**src/rtl/cdb_writeback_arbiter_if.sv**
```systemverilog
// Handshake and broadcast bundle between the three FUs, the flush logic
// and the CDB writeback arbiter.
interface cdb_writeback_arbiter_if #(
  parameter int PREG_W = 7,
  parameter int ROB_W  = 5,
  parameter int DATA_W = 32
);
  logic              alu_valid, mem_valid, br_valid;
  logic              alu_ready, mem_ready, br_ready;
  logic [PREG_W-1:0] alu_pd, mem_pd, br_pd;
  logic [ROB_W-1:0]  alu_rob, mem_rob, br_rob;
  logic [DATA_W-1:0] alu_data, mem_data, br_data;
  logic              alu_wen, mem_wen, br_wen;
  logic              flush;
  logic [ROB_W-1:0]  flush_tag;
  logic [ROB_W-1:0]  rob_head;
  logic              cdb_valid;
  logic [PREG_W-1:0] cdb_pd;
  logic [ROB_W-1:0]  cdb_rob;
  logic [DATA_W-1:0] cdb_data;
  logic              cdb_wen;
  logic [1:0]        cdb_src;
  logic [15:0]       stall_cnt;

  // Producer side: functional units plus the branch/ROB control.
  modport master (
    output alu_valid, mem_valid, br_valid,
    output alu_pd, mem_pd, br_pd, alu_rob, mem_rob, br_rob,
    output alu_data, mem_data, br_data, alu_wen, mem_wen, br_wen,
    output flush, flush_tag, rob_head,
    input  alu_ready, mem_ready, br_ready,
    input  cdb_valid, cdb_pd, cdb_rob, cdb_data, cdb_wen, cdb_src, stall_cnt
  );

  // Arbiter side.
  modport slave (
    input  alu_valid, mem_valid, br_valid,
    input  alu_pd, mem_pd, br_pd, alu_rob, mem_rob, br_rob,
    input  alu_data, mem_data, br_data, alu_wen, mem_wen, br_wen,
    input  flush, flush_tag, rob_head,
    output alu_ready, mem_ready, br_ready,
    output cdb_valid, cdb_pd, cdb_rob, cdb_data, cdb_wen, cdb_src, stall_cnt
  );
endinterface

```
**src/rtl/cdb_writeback_arbiter.sv**
```systemverilog
// Shares the single CDB / PRF write port among ALU (0), MEM (1) and BR (2).
// Each FU fills a one-entry buffer; a round-robin arbiter picks one buffered
// result per cycle and registers it onto the CDB. Mispredict flushes drop
// buffered and incoming results younger than the branch.
module cdb_writeback_arbiter #(
  parameter int PREG_W = 7,
  parameter int ROB_W  = 5,
  parameter int DATA_W = 32
) (
  input logic                   clk,
  input logic                   reset,
  cdb_writeback_arbiter_if.slave bus
);

  logic [2:0]        in_valid, in_wen;
  logic [PREG_W-1:0] in_pd   [3];
  logic [ROB_W-1:0]  in_rob  [3];
  logic [DATA_W-1:0] in_data [3];

  logic [2:0]        buf_valid, buf_wen;
  logic [PREG_W-1:0] buf_pd   [3];
  logic [ROB_W-1:0]  buf_rob  [3];
  logic [DATA_W-1:0] buf_data [3];

  logic [1:0]  rr_ptr;
  logic [2:0]  squash, in_squash, eligible, grant, ready, accept;
  logic [1:0]  grant_idx;
  logic        any_grant, stall;
  logic [2:0]  sum;
  logic [2:0]  pos;

  logic              bcast_valid, bcast_wen;
  logic [PREG_W-1:0] bcast_pd;
  logic [ROB_W-1:0]  bcast_rob;
  logic [DATA_W-1:0] bcast_data;
  logic [1:0]        bcast_src;
  logic [15:0]       stall_count;

  // Age relative to the ROB head wraps naturally in ROB_W bits; strictly
  // greater age than the branch means younger, so the branch survives.
  function automatic logic is_younger(input logic [ROB_W-1:0] tag,
                                      input logic [ROB_W-1:0] btag,
                                      input logic [ROB_W-1:0] head);
    logic [ROB_W-1:0] tag_age, br_age;
    tag_age = tag - head;
    br_age  = btag - head;
    return tag_age > br_age;
  endfunction

  assign in_valid = {bus.br_valid, bus.mem_valid, bus.alu_valid};
  assign in_wen   = {bus.br_wen, bus.mem_wen, bus.alu_wen};
  assign in_pd[0] = bus.alu_pd;    assign in_pd[1] = bus.mem_pd;    assign in_pd[2] = bus.br_pd;
  assign in_rob[0] = bus.alu_rob;  assign in_rob[1] = bus.mem_rob;  assign in_rob[2] = bus.br_rob;
  assign in_data[0] = bus.alu_data; assign in_data[1] = bus.mem_data; assign in_data[2] = bus.br_data;

  // Squash filter over buffered and incoming entries while a flush is active.
  always_comb begin
    squash    = '0;
    in_squash = '0;
    for (int i = 0; i < 3; i++) begin
      squash[i]    = bus.flush && is_younger(buf_rob[i], bus.flush_tag, bus.rob_head);
      in_squash[i] = bus.flush && is_younger(in_rob[i], bus.flush_tag, bus.rob_head);
    end
  end

  assign eligible = buf_valid & ~squash;

  // Round-robin search starting at rr_ptr; first surviving buffer wins.
  always_comb begin
    grant     = '0;
    grant_idx = 2'd0;
    any_grant = 1'b0;
    sum       = '0;
    pos       = '0;
    for (int k = 0; k < 3; k++) begin
      sum = {1'b0, rr_ptr} + 3'(k);
      pos = (sum >= 3'd3) ? sum - 3'd3 : sum;
      if (!any_grant && eligible[pos[1:0]]) begin
        grant[pos[1:0]] = 1'b1;
        grant_idx       = pos[1:0];
        any_grant       = 1'b1;
      end
    end
  end

  // A buffer being drained this cycle can take a new result at the same edge.
  // Stall counts only surviving entries that lose arbitration.
  assign ready  = ~buf_valid | grant;
  assign accept = in_valid & ready;
  assign stall  = |(eligible & ~grant);

  assign bus.alu_ready = ready[0];
  assign bus.mem_ready = ready[1];
  assign bus.br_ready  = ready[2];

  // Holding buffers: load on handshake (dropped if younger than a flushing
  // branch), clear on grant or squash.
  always_ff @(posedge clk or posedge reset) begin
    if (reset) begin
      buf_valid <= '0;
      buf_wen   <= '0;
      for (int i = 0; i < 3; i++) begin
        buf_pd[i]   <= '0;
        buf_rob[i]  <= '0;
        buf_data[i] <= '0;
      end
    end else begin
      for (int i = 0; i < 3; i++) begin
        if (accept[i]) begin
          buf_valid[i] <= !in_squash[i];
          buf_wen[i]   <= in_wen[i];
          buf_pd[i]    <= in_pd[i];
          buf_rob[i]   <= in_rob[i];
          buf_data[i]  <= in_data[i];
        end else if (grant[i] || squash[i]) begin
          buf_valid[i] <= 1'b0;
        end
      end
    end
  end

  // Round-robin pointer moves past the winner; holds when nothing is granted.
  always_ff @(posedge clk or posedge reset) begin
    if (reset)
      rr_ptr <= 2'd0;
    else if (any_grant)
      rr_ptr <= (grant_idx == 2'd2) ? 2'd0 : grant_idx + 2'd1;
  end

  // Registered CDB broadcast of the granted entry.
  always_ff @(posedge clk or posedge reset) begin
    if (reset) begin
      bcast_valid <= 1'b0;
      bcast_wen   <= 1'b0;
      bcast_pd    <= '0;
      bcast_rob   <= '0;
      bcast_data  <= '0;
      bcast_src   <= 2'd0;
    end else begin
      bcast_valid <= any_grant;
      if (any_grant) begin
        bcast_wen  <= buf_wen[grant_idx];
        bcast_pd   <= buf_pd[grant_idx];
        bcast_rob  <= buf_rob[grant_idx];
        bcast_data <= buf_data[grant_idx];
        bcast_src  <= grant_idx;
      end
    end
  end

  // Saturating count of cycles where a surviving entry was left waiting.
  always_ff @(posedge clk or posedge reset) begin
    if (reset)
      stall_count <= '0;
    else if (stall && stall_count != 16'hFFFF)
      stall_count <= stall_count + 16'd1;
  end

  assign bus.cdb_valid = bcast_valid;
  assign bus.cdb_wen   = bcast_valid && bcast_wen;
  assign bus.cdb_pd    = bcast_pd;
  assign bus.cdb_rob   = bcast_rob;
  assign bus.cdb_data  = bcast_data;
  assign bus.cdb_src   = bcast_src;
  assign bus.stall_cnt = stall_count;

endmodule

```
**src/flat_wrapper.sv**
```systemverilog
// flat-port wrapper written by rule: the top's interface ports become plain ports
module cdb_writeback_arbiter_flat 
#(
  parameter int PREG_W = 7,
  parameter int ROB_W  = 5,
  parameter int DATA_W = 32
)
  (clk, reset, bus_alu_valid, bus_mem_valid, bus_br_valid, bus_alu_pd, bus_mem_pd, bus_br_pd, bus_alu_rob, bus_mem_rob, bus_br_rob, bus_alu_data, bus_mem_data, bus_br_data, bus_alu_wen, bus_mem_wen, bus_br_wen, bus_flush, bus_flush_tag, bus_rob_head, bus_alu_ready, bus_mem_ready, bus_br_ready, bus_cdb_valid, bus_cdb_pd, bus_cdb_rob, bus_cdb_data, bus_cdb_wen, bus_cdb_src, bus_stall_cnt);
  cdb_writeback_arbiter_if #(.PREG_W(PREG_W), .ROB_W(ROB_W), .DATA_W(DATA_W)) bus_i ();
  input logic clk;
  input logic reset;
  input wire logic [$bits(bus_i.alu_valid)-1:0] bus_alu_valid;
  input wire logic [$bits(bus_i.mem_valid)-1:0] bus_mem_valid;
  input wire logic [$bits(bus_i.br_valid)-1:0] bus_br_valid;
  input wire logic [$bits(bus_i.alu_pd)-1:0] bus_alu_pd;
  input wire logic [$bits(bus_i.mem_pd)-1:0] bus_mem_pd;
  input wire logic [$bits(bus_i.br_pd)-1:0] bus_br_pd;
  input wire logic [$bits(bus_i.alu_rob)-1:0] bus_alu_rob;
  input wire logic [$bits(bus_i.mem_rob)-1:0] bus_mem_rob;
  input wire logic [$bits(bus_i.br_rob)-1:0] bus_br_rob;
  input wire logic [$bits(bus_i.alu_data)-1:0] bus_alu_data;
  input wire logic [$bits(bus_i.mem_data)-1:0] bus_mem_data;
  input wire logic [$bits(bus_i.br_data)-1:0] bus_br_data;
  input wire logic [$bits(bus_i.alu_wen)-1:0] bus_alu_wen;
  input wire logic [$bits(bus_i.mem_wen)-1:0] bus_mem_wen;
  input wire logic [$bits(bus_i.br_wen)-1:0] bus_br_wen;
  input wire logic [$bits(bus_i.flush)-1:0] bus_flush;
  input wire logic [$bits(bus_i.flush_tag)-1:0] bus_flush_tag;
  input wire logic [$bits(bus_i.rob_head)-1:0] bus_rob_head;
  output wire logic [$bits(bus_i.alu_ready)-1:0] bus_alu_ready;
  output wire logic [$bits(bus_i.mem_ready)-1:0] bus_mem_ready;
  output wire logic [$bits(bus_i.br_ready)-1:0] bus_br_ready;
  output wire logic [$bits(bus_i.cdb_valid)-1:0] bus_cdb_valid;
  output wire logic [$bits(bus_i.cdb_pd)-1:0] bus_cdb_pd;
  output wire logic [$bits(bus_i.cdb_rob)-1:0] bus_cdb_rob;
  output wire logic [$bits(bus_i.cdb_data)-1:0] bus_cdb_data;
  output wire logic [$bits(bus_i.cdb_wen)-1:0] bus_cdb_wen;
  output wire logic [$bits(bus_i.cdb_src)-1:0] bus_cdb_src;
  output wire logic [$bits(bus_i.stall_cnt)-1:0] bus_stall_cnt;
  assign bus_i.alu_valid = bus_alu_valid;
  assign bus_i.mem_valid = bus_mem_valid;
  assign bus_i.br_valid = bus_br_valid;
  assign bus_i.alu_pd = bus_alu_pd;
  assign bus_i.mem_pd = bus_mem_pd;
  assign bus_i.br_pd = bus_br_pd;
  assign bus_i.alu_rob = bus_alu_rob;
  assign bus_i.mem_rob = bus_mem_rob;
  assign bus_i.br_rob = bus_br_rob;
  assign bus_i.alu_data = bus_alu_data;
  assign bus_i.mem_data = bus_mem_data;
  assign bus_i.br_data = bus_br_data;
  assign bus_i.alu_wen = bus_alu_wen;
  assign bus_i.mem_wen = bus_mem_wen;
  assign bus_i.br_wen = bus_br_wen;
  assign bus_i.flush = bus_flush;
  assign bus_i.flush_tag = bus_flush_tag;
  assign bus_i.rob_head = bus_rob_head;
  assign bus_alu_ready = bus_i.alu_ready;
  assign bus_mem_ready = bus_i.mem_ready;
  assign bus_br_ready = bus_i.br_ready;
  assign bus_cdb_valid = bus_i.cdb_valid;
  assign bus_cdb_pd = bus_i.cdb_pd;
  assign bus_cdb_rob = bus_i.cdb_rob;
  assign bus_cdb_data = bus_i.cdb_data;
  assign bus_cdb_wen = bus_i.cdb_wen;
  assign bus_cdb_src = bus_i.cdb_src;
  assign bus_stall_cnt = bus_i.stall_cnt;
  cdb_writeback_arbiter #(.PREG_W(PREG_W), .ROB_W(ROB_W), .DATA_W(DATA_W)) u_core (.clk(clk), .reset(reset), .bus(bus_i));
endmodule
```
**config.mk**
```make
export PLATFORM = sky130hd
export DESIGN_NAME = cdb_writeback_arbiter_flat
export DESIGN_NICKNAME = d
export VERILOG_FILES = /design/src/rtl/cdb_writeback_arbiter_if.sv /design/src/rtl/cdb_writeback_arbiter.sv /design/src/flat_wrapper.sv
export SDC_FILE = /design/constraint.sdc
export NUM_CORES = 1
export LEC_CHECK = 0
export BUFFER_PORTS_ARGS = -buffer_cell sky130_fd_sc_hd__clkbuf_2
export CAP_MARGIN = 20
export CORE_ASPECT_RATIO = 1.25
export CORE_MARGIN = 5
export CORE_UTILIZATION = 50
export CTS_BUF_LIST = sky130_fd_sc_hd__clkbuf_8
export DETAILED_ROUTE_END_ITERATION = 16
export PLACE_DENSITY = 0.81
export SYNTH_ARGS = -nofsm -noshare
export SYNTH_HDL_FRONTEND = slang
export SYNTH_SLANG_ARGS = --single-unit
```
**constraint.sdc**
```tcl
create_clock -name clk -period 18.15 [get_ports clk]
set_clock_uncertainty 0.2 [all_clocks]
set_input_delay 2.7225 -clock clk [delete_from_list [all_inputs] [get_ports clk]]
set_output_delay 2.7225 -clock clk [all_outputs]
set_load 0.03 [all_outputs]
```
Yosys cells after proc, flatten, opt, wreduce, memory -nomap -nowiden. Index checks and enable logic that the tools add are counted.

$add $sub $neg: 14. Order comparisons: 17. Equal/unequal tests: 2. Muxes and demuxes: 42. Bitwise logic cells: 10. Reductions and logical operators: 25.

Operators by type and width (number): $bmux W32 S2 (1); $mux W32 (2); $sub A5 B5 Y5 (7); $gt A5 B5 Y1 (6); $add A16 B1 Y16 const B (1); $mux W1 (16); $ne A16 B16 Y1 const B (1); $bmux W7 S2 (1); $mux W2 (7); $mux W7 (2); $logic_and A1 B1 Y1 (13); $lt A2 B3 Y1 const B (4); $bmux W5 S2 (1); $mux W5 (2); $and A3 B3 Y3 (3); $mux W3 (3); $not A3 Y3 (3); $or A3 B3 Y3 (3); $bmux W1 S2 (4); $demux W1 S2 (3); $ge A2 B1 Y1 const B (3); $ge A3 B2 Y1 const B (2); $reduce_bool A2 Y1 (3); $sub A2 B2 Y2 const B (3); other kinds (10) (16).

Register bits: 204. Input port bits: 151. Output and inout port bits: 67. Word-level logic and storage cells: 133.

Depth between registers and ports, before layout.
Depth after elaboration: 18. Gate-level depth with buffers: 22. Depth with buffers taken out: 18.

Worst setup path after synthesis. OpenSTA, ideal clock, no wires.

Path kind: in2out. From: input port bus_flush_tag[0]. To: output port bus_alu_ready. Arrival: 6169 ps. Data required time: 15227 ps. Path slack: 9058 ps. Stages: 16. Buffers on the path: 1. Cell sequence: clkbuf_1 > inv_1 > ha_1 > inv_1 > fa_1 > xnor2_1 > ha_1 > a21oi_1 > o21ai_0 > a311oi_1 > o32a_1 > a221oi_1 > or3_4 > a31oi_2 > o22ai_2 > or3_1.

Longest elaborated chain between the ends: 15. Elaborated cells on any way between the ends: 27. Classes of those cells: add/sub (1); order compare (3); mux (11); bitwise (5); reduce/logical (7).

Ends and longest elaborated chain: start, declared (line flat_wrapper.sv:28) `input wire logic [$bits(bus_i.flush_tag)-1:0] bus_flush_tag;`; $sub A5 B5 Y5 (*) (line cdb_writeback_arbiter.sv:46) `br_age = btag - head;`; $gt A5 B5 Y1 (line cdb_writeback_arbiter.sv:47) `return tag_age > br_age;`; $logic_and A1 B1 Y1 (line cdb_writeback_arbiter.sv:61) `squash[i] = bus.flush && is_younger(buf_rob[i], bus.flush_tag, bus.rob_head);`; $not A3 Y3 (*) (line cdb_writeback_arbiter.sv:66) `assign eligible = buf_valid & ~squash;`; $and A3 B3 Y3 (*) (line cdb_writeback_arbiter.sv:66); $bmux W1 S2 (line cdb_writeback_arbiter.sv:78) `if (!any_grant && eligible[pos[1:0]]) begin`; $mux W1 (implied by the code) (line cdb_writeback_arbiter.sv:78); $mux W1 (line cdb_writeback_arbiter.sv:78); $logic_not A1 Y1 (line cdb_writeback_arbiter.sv:78); $logic_and A1 B1 Y1 (line cdb_writeback_arbiter.sv:78); $mux W1 (line cdb_writeback_arbiter.sv:78); $logic_not A1 Y1 (line cdb_writeback_arbiter.sv:78); $logic_and A1 B1 Y1 (line cdb_writeback_arbiter.sv:78); $mux W3 (*) (line cdb_writeback_arbiter.sv:78); $or A3 B3 Y3 (*) (line cdb_writeback_arbiter.sv:88) `assign ready = ~buf_valid | grant;`; end, declared (line flat_wrapper.sv:30) `output wire logic [$bits(bus_i.alu_ready)-1:0] bus_alu_ready;`.

Every way passes the cells marked *; elsewhere a longest branch is shown, timed or not. The select of a mux whose other input is x is not followed.

Worst setup path in the final report.
From: input port bus_rob_head[1]. To: output port bus_mem_ready.

Longest elaborated chain between the ends: 15. Elaborated cells on any way between the ends: 30. Classes of those cells: add/sub (4); order compare (3); mux (11); bitwise (5); reduce/logical (7).

Ends and longest elaborated chain: start, declared (line flat_wrapper.sv:29) `input wire logic [$bits(bus_i.rob_head)-1:0] bus_rob_head;`; $sub A5 B5 Y5, on equally long branches (line cdb_writeback_arbiter.sv:45, cdb_writeback_arbiter.sv:46); $gt A5 B5 Y1 (line cdb_writeback_arbiter.sv:47); $logic_and A1 B1 Y1 (line cdb_writeback_arbiter.sv:61); $not A3 Y3 (*) (line cdb_writeback_arbiter.sv:66); $and A3 B3 Y3 (*) (line cdb_writeback_arbiter.sv:66); $bmux W1 S2 (line cdb_writeback_arbiter.sv:78); $mux W1 (implied by the code) (line cdb_writeback_arbiter.sv:78); $mux W1 (line cdb_writeback_arbiter.sv:78); $logic_not A1 Y1 (line cdb_writeback_arbiter.sv:78); $logic_and A1 B1 Y1 (line cdb_writeback_arbiter.sv:78); $mux W1 (line cdb_writeback_arbiter.sv:78); $logic_not A1 Y1 (line cdb_writeback_arbiter.sv:78); $logic_and A1 B1 Y1 (line cdb_writeback_arbiter.sv:78); $mux W3 (*) (line cdb_writeback_arbiter.sv:78); $or A3 B3 Y3 (*) (line cdb_writeback_arbiter.sv:88); end, declared (line flat_wrapper.sv:31) `output wire logic [$bits(bus_i.mem_ready)-1:0] bus_mem_ready;`.

Marked as above.

==> metrics.txt <==
# TYPE chip_impl_metric gauge
chip_impl_metric{name="post_cts_hold_buffer_count",unit=""} 0
chip_impl_metric{name="setup_viol_count_final",unit=""} 0
chip_impl_metric{name="static-leakage-power",unit="nW"} 5.850
chip_impl_metric{name="synth_enable_flop_cells",unit=""} 0
chip_impl_metric{name="post-cts-setup-buffers",unit=""} 0
chip_impl_info{name="yosys_most_used_dff",value="sky130_fd_sc_hd__dfrtp_1"} 1
chip_impl_metric{name="final_total_negative_setup_slack",unit="ns"} 0
chip_impl_metric{name="synth_compound_area_frac",unit=""} 0.1144
chip_impl_metric{name="required",unit="ns"} 15.23
chip_impl_metric{name="yosysUniqueCellTypes",unit=""} 75
chip_impl_metric{name="core_area",unit="µm²"} 20970
chip_impl_metric{name="post_drt_wl_per_cell",unit="µm"} 19.48
chip_impl_metric{name="start_util",unit=""} 0.5097
chip_impl_metric{name="design.final.nets",unit=""} 1300
chip_impl_metric{name="floorplan.die.height",unit="µm"} 173.4
chip_impl_info{name="netlist.top_cell.by_area",value="sky130_fd_sc_hd__dfrtp_1"} 1
chip_impl_metric{name="dieArea",unit="µm²"} 24410
chip_impl_metric{name="grt-ovfl-total",unit=""} 0
chip_impl_info{name="critical_path.cell_chain",value="clkbuf_2 > inv_1 > fa_1 > xnor2_1 > ha_1 > a21oi_1 > o21ai_0 > a311oi_1 > o32a_1 > a221oi_1 > or3_4 > a31oi_2 > o22ai_1 > a221oi_2 > inv_1 > clkbuf_2"} 1
chip_impl_metric{name="dp_hpwl",unit="µm"} 18850
chip_impl_info{name="path_class",value="input pin to primary output"} 1
chip_impl_metric{name="drt-initial-drc-count",unit=""} 420
chip_impl_metric{name="cts-resized-gates",unit=""} 0
chip_impl_info{name="hold_path.class",value="flip-flop to flip-flop"} 1
chip_impl_metric{name="cts_buffer_depth",unit=""} 3
chip_impl_metric{name="maxCapViolations",unit=""} 0
chip_impl_info{name="ctsRootBufferMaster",value="sky130_fd_sc_hd__clkbuf_8"} 1
chip_impl_info{name="rsz_0062_raised_after_global_routing",value="false"} 1
chip_impl_metric{name="cts_made_buffers",unit=""} 34
chip_impl_info{name="critical-path-slowest-cell",value="sky130_fd_sc_hd__xnor2_1"} 1
chip_impl_metric{name="maximum_number_of_pins_on_one_net_before_global_route_repair",unit=""} 129
chip_impl_metric{name="max_freq",unit="MHz"} 100.9
chip_impl_metric{name="critical_path_arrival",unit="ns"} 6.99
chip_impl_metric{name="global_route_wire_length_before_repair",unit="µm"} 44190
chip_impl_metric{name="post_layout_nonfiller_instances",unit=""} 1381
chip_impl_metric{name="async_flop_share",unit=""} 1.000
chip_impl_metric{name="detail_route.first_pass.iterations",unit=""} 4
chip_impl_metric{name="buffer_ports.inserted",unit=""} 217
chip_impl_info{name="status",value="finished, final reports clean"} 1
chip_impl_info{name="combinational_family_with_the_most_area_after_synthesis",value="multiplexers"} 1
chip_impl_metric{name="power.combinational.fraction",unit=""} 0.562
chip_impl_metric{name="syn_nets",unit=""} 1080
chip_impl_metric{name="timing_worst_slew_pin_value",unit="ns"} 0.9615
chip_impl_metric{name="fin_util",unit=""} 0.5999
chip_impl_metric{name="via_per_inst",unit=""} 5.629
chip_impl_metric{name="remaining_drc_errors",unit=""} 0
chip_impl_metric{name="gr-usage-all-layers",unit=""} 0.2247
chip_impl_metric{name="clock_tree.htree_level_count",unit=""} 2
chip_impl_metric{name="layout-drive-gt1-share",unit=""} 0.3228
chip_impl_info{name="cts_tree",value="built"} 1
chip_impl_metric{name="power_share_of_the_sequential_group",unit=""} 0.304
chip_impl_metric{name="place_congestion",unit=""} 0.9518
chip_impl_metric{name="muxShareOfSynthArea",unit=""} 0.1904
chip_impl_metric{name="delay_of_the_slowest_cell_on_the_worst_path",unit="ns"} 0.60
chip_impl_metric{name="synth_cells",unit=""} 870
chip_impl_metric{name="finalHoldViolCount",unit=""} 0
chip_impl_metric{name="post_synth_fa_ha_maj_area_fraction",unit=""} 0.07693
chip_impl_metric{name="number_of_antenna_violations_at_the_first_check_in_global_routing",unit=""} 1
chip_impl_metric{name="ys_warn_count",unit=""} 0
chip_impl_metric{name="timing.critical_path.buf_inv",unit=""} 4
chip_impl_metric{name="drt-total-wl",unit="µm"} 26910
chip_impl_info{name="yosysMostFrequentCell",value="sky130_fd_sc_hd__dfrtp_1"} 1
chip_impl_metric{name="final_slew_violations",unit=""} 0
chip_impl_metric{name="postRouteAntennaNets",unit=""} 0
chip_impl_metric{name="synth_area_per_cell",unit="µm²"} 12.28
chip_impl_info{name="synth_common_cells",value="204 x sky130_fd_sc_hd__dfrtp_1, 77 x sky130_fd_sc_hd__mux2_1, 61 x sky130_fd_sc_hd__mux2_2, 52 x sky130_fd_sc_hd__ha_1, 48 x sky130_fd_sc_hd__mux2i_1"} 1
chip_impl_metric{name="netlist_area",unit="µm²"} 10690
chip_impl_metric{name="yosysSeqAreaShare",unit=""} 0.4778
chip_impl_metric{name="yosys.area.top_type_share",unit=""} 0.4778
chip_impl_metric{name="postSynthRegisterBits",unit=""} 204
chip_impl_metric{name="period_share",unit=""} 0.5459
chip_impl_metric{name="powerDensity",unit="nW/µm²"} 220.4
chip_impl_metric{name="first_global_vias",unit=""} 8631
chip_impl_metric{name="critPathMaxFanout",unit=""} 14
chip_impl_metric{name="finalCriticalPeriod",unit="ns"} 9.908
chip_impl_metric{name="slew_headroom",unit=""} 0.3590
chip_impl_metric{name="ir_worst_vdd",unit="µV"} 147.3
chip_impl_metric{name="internal_power",unit="mW"} 1.530
chip_impl_metric{name="clkLatencyLatePin",unit="ns"} 0.50
chip_impl_metric{name="power_switching",unit="mW"} 1.242
chip_impl_metric{name="via_count",unit=""} 7773
chip_impl_metric{name="place.detailed.instances",unit=""} 1328
chip_impl_metric{name="clkSlewWorstSetupHoldPaths",unit="ns"} 0.05
chip_impl_metric{name="die_extent_in_x",unit="µm"} 140.8
chip_impl_metric{name="tritoncts_num_sinks",unit=""} 204
chip_impl_metric{name="design.portCount",unit=""} 218
chip_impl_info{name="synth_top_cells_by_area",value="sky130_fd_sc_hd__dfrtp_1 48%, sky130_fd_sc_hd__mux2_1 8.1%, sky130_fd_sc_hd__mux2_2 6.4%, sky130_fd_sc_hd__ha_1 6.1%, sky130_fd_sc_hd__mux2i_1 4.5%"} 1
chip_impl_metric{name="synth-xor-area-share",unit=""} 0.04754
chip_impl_metric{name="yosys.area_share.simple",unit=""} 0.05843
chip_impl_metric{name="clkPwrFrac",unit=""} 0.134
chip_impl_metric{name="row_count",unit=""} 59
chip_impl_metric{name="area.growth.synth_to_final",unit="%"} 17.71
chip_impl_info{name="timing.critical_path.from_type",value="input pin"} 1
chip_impl_info{name="critical_path.endpoint_type",value="primary output"} 1
chip_impl_info{name="cpLargestDelayFamily",value="compound AO/OA/AOI/OAI gates"} 1
chip_impl_metric{name="swShare",unit=""} 0.4481
==> cells in the final DEF (no fill, tap or decap), types with 39 or more instances in the layout <==
master,Yosys,final
sky130_fd_sc_hd__clkbuf_2,0,217
sky130_fd_sc_hd__dfrtp_1,204,204
sky130_fd_sc_hd__mux2_1,77,77
sky130_fd_sc_hd__mux2_2,61,61
sky130_fd_sc_hd__ha_1,52,52
sky130_fd_sc_hd__mux2i_1,48,48
sky130_fd_sc_hd__inv_1,36,42
sky130_fd_sc_hd__clkbuf_8,0,41
sky130_fd_sc_hd__a22oi_1,40,40
sky130_fd_sc_hd__o21ai_0,39,39
==> path summary, 6_finish.rpt <==
kind / depth (start not counted) / to / start / slack, ns
min in group asynchronous: 2 / u_core.buf_data[49]$_DFFE_PP0P_ / reset / 2.22
worst max-delay path: 16 / bus_mem_ready / bus_rob_head[1] / 8.24
worst min-delay path: 1 / u_core.bus.cdb_src[1]$_DFFE_PP0P_ / u_core.bus.cdb_src[1]$_DFFE_PP0P_ / 0.28
worst max register to register: 18 / u_core.bus.cdb_data[27]$_DFFE_PP0P_ / u_core.buf_rob[10]$_DFFE_PP0P_ / 12.79
worst min register to register: 1 / u_core.bus.cdb_src[1]$_DFFE_PP0P_ / u_core.bus.cdb_src[1]$_DFFE_PP0P_ / 0.28
max in group asynchronous: 3 / u_core.buf_pd[9]$_DFFE_PP0P_ / reset / 14.06
==> registers in the layout, summed over array words and instances, names as in the netlist <==
name	count
u_core.bcast_wen	1
u_core.buf_data	96
u_core.buf_pd	21
u_core.buf_rob	15
u_core.buf_valid	3
u_core.buf_wen	3
u_core.bus.cdb_data	32
u_core.bus.cdb_pd	7
u_core.bus.cdb_rob	5
u_core.bus.cdb_src	2
u_core.bus.cdb_valid	1
u_core.bus.stall_cnt	16
u_core.rr_ptr	2
==> cells by family after synthesis <==
kind of cell / Yosys count
DFF: 204
AOI/OAI and AO/OA: 175
buffers and inverters: 77
xor gates and xnor gates: 55
and+or+nand+nor: 111
muxes: 186
adders and majority gates: 62
==> per-stage QoR <==
step	total power, mW	setup slack [ns]	cell area (µm²)	hold slack [ns]
4_1_cts	2.793	8.249	12570	0.2767
2_1_floorplan	2.011	9.058	10690	0.2580
6_report	2.772	8.242	12580	0.2823
3_3_place_gp	2.362	8.397	11960	0.2599
3_5_place_dp	2.412	8.271	11960	0.2651
5_1_grt	2.984	7.949	12570	0.2911
==> power by group through the flow <==
| stage | Clock [mW] | Combinational [mW] | Sequential (mW) |
|---|---|---|---|
| 6_report | 0.371 | 1.56 | 0.843 |
| 5_1_grt | 0.402 | 1.71 | 0.870 |
| 4_1_cts | 0.382 | 1.57 | 0.841 |
| 3_5_place_dp | 0 | 1.56 | 0.847 |
| 3_3_place_gp | 0 | 1.52 | 0.838 |
| 2_1_floorplan | 0 | 1.07 | 0.939 |
==> per-layer routing <==
metal,vias to the layer above,wire length [µm],GRT usage
li1,3605,-,-
met1,3870,10360,0.2557
met2,218,13800,0.3978
met3,78,1569,0.05353
met4,2,1159,0.1010
met5,-,17,0
==> area by class of cell <==
cell class,count,area [µm²]
multi-input cells,589,5229
repair buffers,224,1139
diodes,1,2.502
well taps,274,342.8
clock buffers,41,564.3
inverters,37,146.4
flip-flops and latches,204,5105
fillers,1731,8388
clock inverters,11,48.80
Note: power is estimated with default switching activity, not from simulation.
